### src/rtl/cam_pkg.sv
// Shared types and table encoding for the OV camera boot-time register sequencer.
package cam_pkg;

    typedef enum logic [3:0] {
        ST_BOOT   = 4'd0,
        ST_FETCH  = 4'd1,
        ST_FWAIT  = 4'd2,
        ST_DECODE = 4'd3,
        ST_WAIT   = 4'd4,
        ST_GAP    = 4'd5,
        ST_DLY    = 4'd6,
        ST_DONE   = 4'd7,
        ST_FAIL   = 4'd8
    } seq_state_e;

    typedef enum logic [1:0] {
        ENT_WRITE = 2'd0,
        ENT_DELAY = 2'd1,
        ENT_END   = 2'd2
    } entry_kind_e;

    localparam logic [15:0] TBL_END     = 16'hFFFF;
    localparam logic [7:0]  TBL_DLY_TAG = 8'hFE;
    localparam logic [7:0]  DEF_DEV_ID  = 8'h42;

    function automatic entry_kind_e entry_kind(input logic [15:0] ent);
        entry_kind_e k;
        if (ent == TBL_END)
            k = ENT_END;
        else if (ent[15:8] == TBL_DLY_TAG)
            k = ENT_DELAY;
        else
            k = ENT_WRITE;
        return k;
    endfunction

endpackage

### src/rtl/ov_reg_sequencer.sv
// Boot-time configuration sequencer: walks the register table, issues one SCCB write per
// entry via req/done, retries NACKs after a gap, honours delay entries, then flags work_done.
module ov_reg_sequencer
    import cam_pkg::*;
#(
    parameter logic [7:0]  DEV_ID    = DEF_DEV_ID,
    parameter int          TBL_AW    = 8,
    parameter logic [23:0] BOOT_WAIT = 24'd250000,
    parameter logic [15:0] DLY_UNIT  = 16'd25000,
    parameter int          MAX_RETRY = 3
) (
    input  logic              clk,
    input  logic              rst,
    input  logic              start,
    output logic [TBL_AW-1:0] tbl_addr,
    input  logic [15:0]       tbl_data,
    output logic              sccb_req,
    output logic [7:0]        sccb_id,
    output logic [7:0]        sccb_reg,
    output logic [7:0]        sccb_val,
    input  logic              sccb_done,
    input  logic              sccb_nack,
    output logic              work_done,
    output logic              error,
    output logic [23:0]       debug_out
);

    seq_state_e        state_q, state_d;
    logic [TBL_AW-1:0] addr_q, addr_d;
    logic [3:0]        retry_q, retry_d;
    logic [31:0]       cnt_q, cnt_d;
    logic [31:0]       tgt_q, tgt_d;
    logic [7:0]        reg_q, reg_d;
    logic [7:0]        val_q, val_d;

    entry_kind_e       kind;
    logic [31:0]       cnt_inc;
    logic              boot_exp, gap_exp, dly_exp;
    logic              last_addr;
    logic [31:0]       dly_len;
    seq_state_e        adv_state;
    logic [TBL_AW-1:0] adv_addr;

    assign kind      = entry_kind(tbl_data);
    assign cnt_inc   = cnt_q + 32'd1;
    assign boot_exp  = cnt_inc >= {8'd0, BOOT_WAIT};
    assign gap_exp   = cnt_inc >= {16'd0, DLY_UNIT};
    assign dly_exp   = cnt_inc >= tgt_q;
    assign last_addr = &addr_q;
    assign dly_len   = 32'(tbl_data[7:0]) * 32'(DLY_UNIT);

    // Completing the last table slot acts as an implicit END.
    assign adv_state = last_addr ? ST_DONE : ST_FETCH;
    assign adv_addr  = last_addr ? addr_q : addr_q + 1'b1;

    always_ff @(posedge clk or posedge rst) begin
        if (rst) begin
            state_q <= ST_BOOT;
            addr_q  <= '0;
            retry_q <= '0;
            cnt_q   <= '0;
            tgt_q   <= '0;
            reg_q   <= '0;
            val_q   <= '0;
        end else begin
            state_q <= state_d;
            addr_q  <= addr_d;
            retry_q <= retry_d;
            cnt_q   <= cnt_d;
            tgt_q   <= tgt_d;
            reg_q   <= reg_d;
            val_q   <= val_d;
        end
    end

    always_comb begin
        state_d = state_q;
        addr_d  = addr_q;
        retry_d = retry_q;
        cnt_d   = cnt_q;
        tgt_d   = tgt_q;
        reg_d   = reg_q;
        val_d   = val_q;
        case (state_q)
            ST_BOOT: begin
                if (boot_exp) begin
                    state_d = ST_FETCH;
                    addr_d  = '0;
                    retry_d = '0;
                end else begin
                    cnt_d = cnt_inc;
                end
            end
            ST_FETCH:  state_d = ST_FWAIT;
            ST_FWAIT:  state_d = ST_DECODE;
            ST_DECODE: begin
                case (kind)
                    ENT_END: state_d = ST_DONE;
                    ENT_DELAY: begin
                        if (tbl_data[7:0] == 8'd0) begin
                            state_d = adv_state;
                            addr_d  = adv_addr;
                        end else begin
                            state_d = ST_DLY;
                            cnt_d   = '0;
                            tgt_d   = dly_len;
                        end
                    end
                    default: begin
                        state_d = ST_WAIT;
                        reg_d   = tbl_data[15:8];
                        val_d   = tbl_data[7:0];
                    end
                endcase
            end
            ST_WAIT: begin
                if (sccb_done) begin
                    if (!sccb_nack) begin
                        state_d = adv_state;
                        addr_d  = adv_addr;
                        retry_d = '0;
                    end else if (retry_q < 4'(MAX_RETRY)) begin
                        state_d = ST_GAP;
                        retry_d = retry_q + 4'd1;
                        cnt_d   = '0;
                    end else begin
                        state_d = ST_FAIL;
                    end
                end
            end
            ST_GAP: begin
                if (gap_exp)
                    state_d = ST_WAIT;
                else
                    cnt_d = cnt_inc;
            end
            ST_DLY: begin
                if (dly_exp) begin
                    state_d = adv_state;
                    addr_d  = adv_addr;
                end else begin
                    cnt_d = cnt_inc;
                end
            end
            ST_DONE, ST_FAIL: begin
                if (start) begin
                    state_d = ST_BOOT;
                    cnt_d   = '0;
                end
            end
            default: state_d = ST_BOOT;
        endcase
    end

    // Writes are issued straight out of DECODE so done->next req is FETCH, FWAIT, DECODE.
    always_comb begin
        sccb_req  = 1'b0;
        sccb_reg  = reg_q;
        sccb_val  = val_q;
        work_done = 1'b0;
        error     = 1'b0;
        case (state_q)
            ST_DECODE: begin
                if (kind == ENT_WRITE) begin
                    sccb_req = 1'b1;
                    sccb_reg = tbl_data[15:8];
                    sccb_val = tbl_data[7:0];
                end else if (kind == ENT_END) begin
                    work_done = 1'b1;
                end
            end
            ST_GAP:  sccb_req  = gap_exp;
            ST_DONE: work_done = 1'b1;
            ST_FAIL: error     = 1'b1;
            default: ;
        endcase
    end

    assign sccb_id   = DEV_ID;
    assign tbl_addr  = addr_q;
    assign debug_out = {state_q, retry_q, 8'(addr_q), sccb_reg};

endmodule
### config.mk
export PLATFORM = sky130hd
export DESIGN_NAME = ov_reg_sequencer
export DESIGN_NICKNAME = d
export VERILOG_FILES = /design/src/rtl/cam_pkg.sv /design/src/rtl/ov_reg_sequencer.sv
export SDC_FILE = /design/constraint.sdc
export NUM_CORES = 1
export LEC_CHECK = 0
export CAP_MARGIN = 20
export CORE_MARGIN = 10
export CORE_UTILIZATION = 50
export DETAILED_ROUTE_END_ITERATION = 10
export PLACE_DENSITY_LB_ADDON = 0.05
export SYNTH_ARGS = -nofsm -noshare
export SYNTH_HDL_FRONTEND = slang
export SYNTH_SLANG_ARGS = --single-unit
### constraint.sdc
create_clock -name clk -period 7.43 [get_ports clk]
set_input_delay 1.1145 -clock clk [delete_from_list [all_inputs] [get_ports clk]]
set_output_delay 1.1145 -clock clk [all_outputs]
set_load 0.005 [all_outputs]
After elaboration in Yosys (flattened, before gate mapping)
Index checks and enable logic that the tools add are counted.
{ "totals": {"register_bits": 84, "inputBits": 21, "output_inout_bits": 59} }
{ "op_classes": {"magnitude_cmp": 4, "bitwise": 2, "mul": 1, "mux": 46, "n_addsub": 3, "n_eq_ne": 27, "n_reduce_logical": 15} }
{ "ops": {"columns": ["operator", "count"], "rows": [
  ["32-bit two-way mux", 9],
  ["32-bit case mux with 6 select lines", 1],
  ["8-bit two-way mux", 11],
  ["4-bit two-way mux", 11],
  ["32-bit by 1-bit adder with 32-bit output (second input constant)", 1],
  ["32-bit by 15-bit >= comparator with 1-bit output (second input constant)", 1],
  ["32-bit by 18-bit >= comparator with 1-bit output (second input constant)", 1],
  ["32-bit by 23-bit >= comparator with 1-bit output", 1],
  ["4-bit case mux with 8 select lines", 1],
  ["8-bit case mux with 4 select lines", 1],
  ["2-bit != test (second input constant)", 14],
  ["8-bit by 12-bit multiplier with 20-bit output (second input constant)", 1],
  ["16-bit equality test (second input constant)", 1],
  ["4-bit by 3-bit equality test with 1-bit output (second input constant)", 4],
  ["10-bit AND reduction", 1],
  ["8-bit by 1-bit adder with 8-bit output (second input constant)", 1],
  ["4-bit by 2-bit equality test with 1-bit output (second input constant)", 2],
  ["8-bit equality test (second input constant)", 1],
  ["8-bit zero test", 1],
  ["4-bit case mux with 2 select lines", 1],
  ["8-bit AND reduction", 1],
  ["7-bit AND reduction", 1],
  ["3-bit two-way mux", 2],
  ["3-bit case mux with 2 select lines", 1],
  ["21 further kinds", 28]
]} }

Depth between registers and ports, before layout
{ "logic_depth": {"ltp_word": 7, "mapped_depth": 19, "depth_no_buf": 16} }

Worst setup path before layout
Ideal clock, no wire load.
{ "synth_path": {"path_type": "input to register", "from": "input tbl_data[2]", "to": "register tgt_q[22]", "path_slack_ps": 2438, "cell_stages": 15, "t_required_ps": 7294, "arrival_ps": 4856, "path_cell_list": "ha_1 ha_1 inv_1 fa_1 fa_1 inv_1 ha_1 a21o_1 a2111oi_0 nor4_1 o31ai_1 o2111ai_1 a21oi_1 xor2_1 o21ai_0"} }
{ "synth_via": {"elab_chain_len": 4} }
{ "synth_lines": {"columns": ["element", "line_no", "rtl"], "rows": [
  ["start, declared", "ov_reg_sequencer.sv:16", "input logic [15:0] tbl_data,"],
  ["branches (longest 4 deep; another with 8-bit by 12-bit multiplier with 20-bit output)", null, null],
  ["end signal, assigned", "ov_reg_sequencer.sv:70", "tgt_q <= tgt_d;"],
  ["end, declared", "ov_reg_sequencer.sv:32", "logic [31:0] tgt_q, tgt_d;"]
]} }
Several ways; the timed one is not identified.
A chain may end at the register's enable or synchronous reset.

Final worst setup path
Ends and elaborated chain as after synthesis.

==> impl_metrics.env <==
export IMPL_grt_overflow_total=0
export IMPL_first_pass_iters=5
export IMPL_yosys_register_bits=84
export IMPL_cts_sinks=84
export IMPL_viasPerCell=5.84
export IMPL_gp_congestion=0.923
export IMPL_synth_edf_count=0
export IMPL_cp_cell_sequence="clkdlybuf4s50_1 -> ha_1 -> ha_1 -> inv_1 -> fa_1 -> fa_1 -> inv_1 -> ha_1 -> a21o_1 -> a2111oi_0 -> nor4_1 -> o31ai_1 -> o2111ai_1 -> a21oi_1 -> xor2_1 -> o21ai_0"
export IMPL_hp_class="reg -> reg"
export IMPL_async_reset_ff_share_pct=100
export IMPL_cp_start_kind="input port"
export IMPL_cp_common_cell="ha_1"
export IMPL_grt_pass1_vias=6234
export IMPL_internal_power_w=0.00140
export IMPL_seqPwrFrac_pct=27.7
export IMPL_worst_skew_pair_late_latency_ns=0.35
export IMPL_routed_wl_um=18200
export IMPL_ant_nets=0
export IMPL_power_density_nw_per_um2=263
export IMPL_place_area_um2=8210
export IMPL_hold_viol_final=0
export IMPL_clock_root_buffer="clkbuf_16"
export IMPL_period_minus_slack_ns=5.66
export IMPL_ys_flop_type="dfrtp_1"
export IMPL_cts_resized=0
export IMPL_drt_iter0_markers=538
export IMPL_post_cts_buffers=0
export IMPL_cp_end_kind="flop"
export IMPL_min_period_over_period_pct=76.2
export IMPL_antenna_found_initial=0
export IMPL_synth_area_um2=7530
export IMPL_drive_gt1_share_pct=11.0
export IMPL_critPathKind="in -> reg"
export IMPL_yosys_cell_types_count=81
export IMPL_p_leak_nw=3.84
export IMPL_antennaDiodeCount=0
export IMPL_cts_tree="yes"
export IMPL_die_h_um=143
export IMPL_stdcell_area_um2=8520
export IMPL_vias=6209
export IMPL_max_slew_margin_pct=40.7
export IMPL_clk_pin_slew_worst_paths_ns=0.06
export IMPL_drv_slew=0
export IMPL_finalClockSkew_ns=0.00709
export IMPL_hold_worst_slack_ns=0.480
export IMPL_avgSynthCellArea_um2=8.98
export IMPL_finalSetupViolCount=0
export IMPL_wl_per_cell_um=17.1
export IMPL_slowest_delay_ns=0.63
export IMPL_yosysWarnings=0
export IMPL_yosysTopAreaCell="dfrtp_1"
export IMPL_hpwl_um=14100
export IMPL_p_sw_w=0.000843
export IMPL_crit_arrival_ns=5.88
export IMPL_io_pins=80
export IMPL_comb_power_share_pct=51.0
export IMPL_worst_endpoint_required_ns=7.65
export IMPL_design_core_area_um2=14600
export IMPL_pwr_share_clk_pct=21.2
export IMPL_cts_max_path_buffers=2
export IMPL_synth_top_area_share_pct=27.9
export IMPL_finalSetupTns_ns=0
export IMPL_row_count=44
export IMPL_timing_final_ws_setup_ns=1.77
export IMPL_port_buffers=71
export IMPL_cts_buffers_inserted=9
export IMPL_grt_max_degree=61
export IMPL_worst_pin_slew_ns=0.884
export IMPL_initial_core_util_pct=51.4
export IMPL_rsz0062_at_grt="false"
export IMPL_synthCells=838
export IMPL_grt_pass1_wl_um=30800
export IMPL_h_tree_depth=3
export IMPL_drc_errors=0
export IMPL_worstPathMaxFanout=7
export IMPL_max_cap_viol_count=0
export IMPL_synth_area_leaders="dfrtp_1 28%, ha_1 13%, mux2_2 7.0%, inv_1 3.8%, o21ai_0 3.3%"
export IMPL_hold_buffers=0
export IMPL_ir_drop_uv=174
export IMPL_outcome="completed"
export IMPL_yosysSeqAreaShare_pct=27.9
export IMPL_grt_usage_pct=18.3
export IMPL_nNetsFinal=988
export IMPL_fmax_ghz=0.177
export IMPL_pre_cts_ws_ns=1.41
export IMPL_crit_path_top_delay_cell="clkdlybuf4s50_1"
export IMPL_die_area_um2=20400
export IMPL_reg2reg_depth=16
export IMPL_hold_depth=2
export IMPL_die_w_um=143
export IMPL_switching_share_pct=37.6
export IMPL_area_growth_pct=13.2
synthesized netlist by cell type, drive strengths merged, types with 5 or more instances:
library cell and instances:
nand3 28, a21o 7, nor2 43, mux2 48
and3 8, nand2 59, xnor2 17, fa 12
or3 14, nor3 32, o21ai 53, mux2i 7
clkbuf 21, ha 79, xor2 17, inv 76
a21oi 29, and2 12, nand4 15, nor4 18
nand2b 18, o31ai 17, and4 5, buf 36
a31oi 5, dfrtp 84
per-stage QoR:
stage	total power (W)	std cells	util [%]
floorplan	0.00140	844	-
finish	0.00224	1064	58.2
global route	0.00242	1064	58.2
detailed placement	0.00176	1048	56.0
CTS	0.00225	1063	58.1
global placement	0.00174	1048	56.0
power by group through the flow:
stage               combinational, W  sequential, W  clock [W]
floorplan                   0.000809       0.000589          0
global placement             0.00112       0.000622          0
detailed placement           0.00113       0.000629          0
CTS                          0.00114       0.000621   0.000490
global route                 0.00127       0.000636   0.000507
finish                       0.00115       0.000622   0.000476
cell families after synthesis:
logic type / synth area share, %
and+or+nand+nor: 19.9
other: 0.0998
xor gates and xnor gates: 3.96
DFF: 27.9
AOI/OAI and AO/OA: 15.4
adders and majority gates: 16.3
muxes: 8.11
buffers and inverters: 8.26
state kept, by name (all words and copies together) (netlist names):
register / flops
cnt_q: 32
reg_q: 8
retry_q: 4
state_q: 4
tbl_addr: 8
tgt_q: 20
val_q: 8
cell usage in the layout (no fill, tap or decap), types with 9 or more instances in the layout:
master,netlist,layout
nand4_1,14,14
o31ai_1,16,16
xnor2_1,17,17
clkdlybuf4s50_1,0,71
inv_1,76,75
dfrtp_1,84,84
nand2_1,58,58
nand2b_1,18,18
or3_1,13,13
a21oi_1,29,29
clkbuf_16,0,9
and2_1,12,12
xor2_1,17,17
nor2_1,43,43
o21ai_0,50,50
nor3_1,31,30
fa_1,12,12
ha_1,79,79
nand3_1,26,26
mux2_2,47,47
nor4_1,13,13
worst max-delay path: cells and delay by family:
family | cells | cell delay (ns)
and+or+nand+nor | 1 | 0.19
xor gates and xnor gates | 1 | 0.16
AOI/OAI and AO/OA | 6 | 1.71
adders and majority gates | 5 | 1.96
buffers and inverters | 3 | 0.72
cell type report:
| cell class | count | area (um^2) |
|---|---|---|
| clock inverters | 5 | 77.6 |
| flip-flops and latches | 84 | 2100 |
| fillers | 1307 | 6120 |
| inverters | 76 | 287 |
| repair buffers | 78 | 767 |
| well taps | 184 | 230 |
| clock buffers | 10 | 229 |
| multi-input cells | 627 | 4830 |
path summary, 6_finish.rpt:
kind / startpoint / to / slack (ns)
setup / recovery: tbl_data[2] / tgt_q[22]$_DFFE_PP0P_ / 1.77
hold reg to reg: tgt_q[21]$_DFFE_PP0P_ / tgt_q[21]$_DFFE_PP0P_ / 0.48
setup reg to reg: cnt_q[0]$_DFFE_PP0P_ / cnt_q[18]$_DFFE_PP0P_ / 2.21
max in group asynchronous: rst / cnt_q[9]$_DFFE_PP0P_ / 5.20
min in group asynchronous: rst / reg_q[2]$_DFFE_PP0P_ / 1.08
hold / removal: tgt_q[21]$_DFFE_PP0P_ / tgt_q[21]$_DFFE_PP0P_ / 0.48
layer usage:
metal	GRT usage, %	wire length, um
met1	23.0	8100
met2	30.5	8760
met3	4.71	994
met4	5.37	312
met5	0	0
Note: power is estimated with default switching activity, not from simulation.
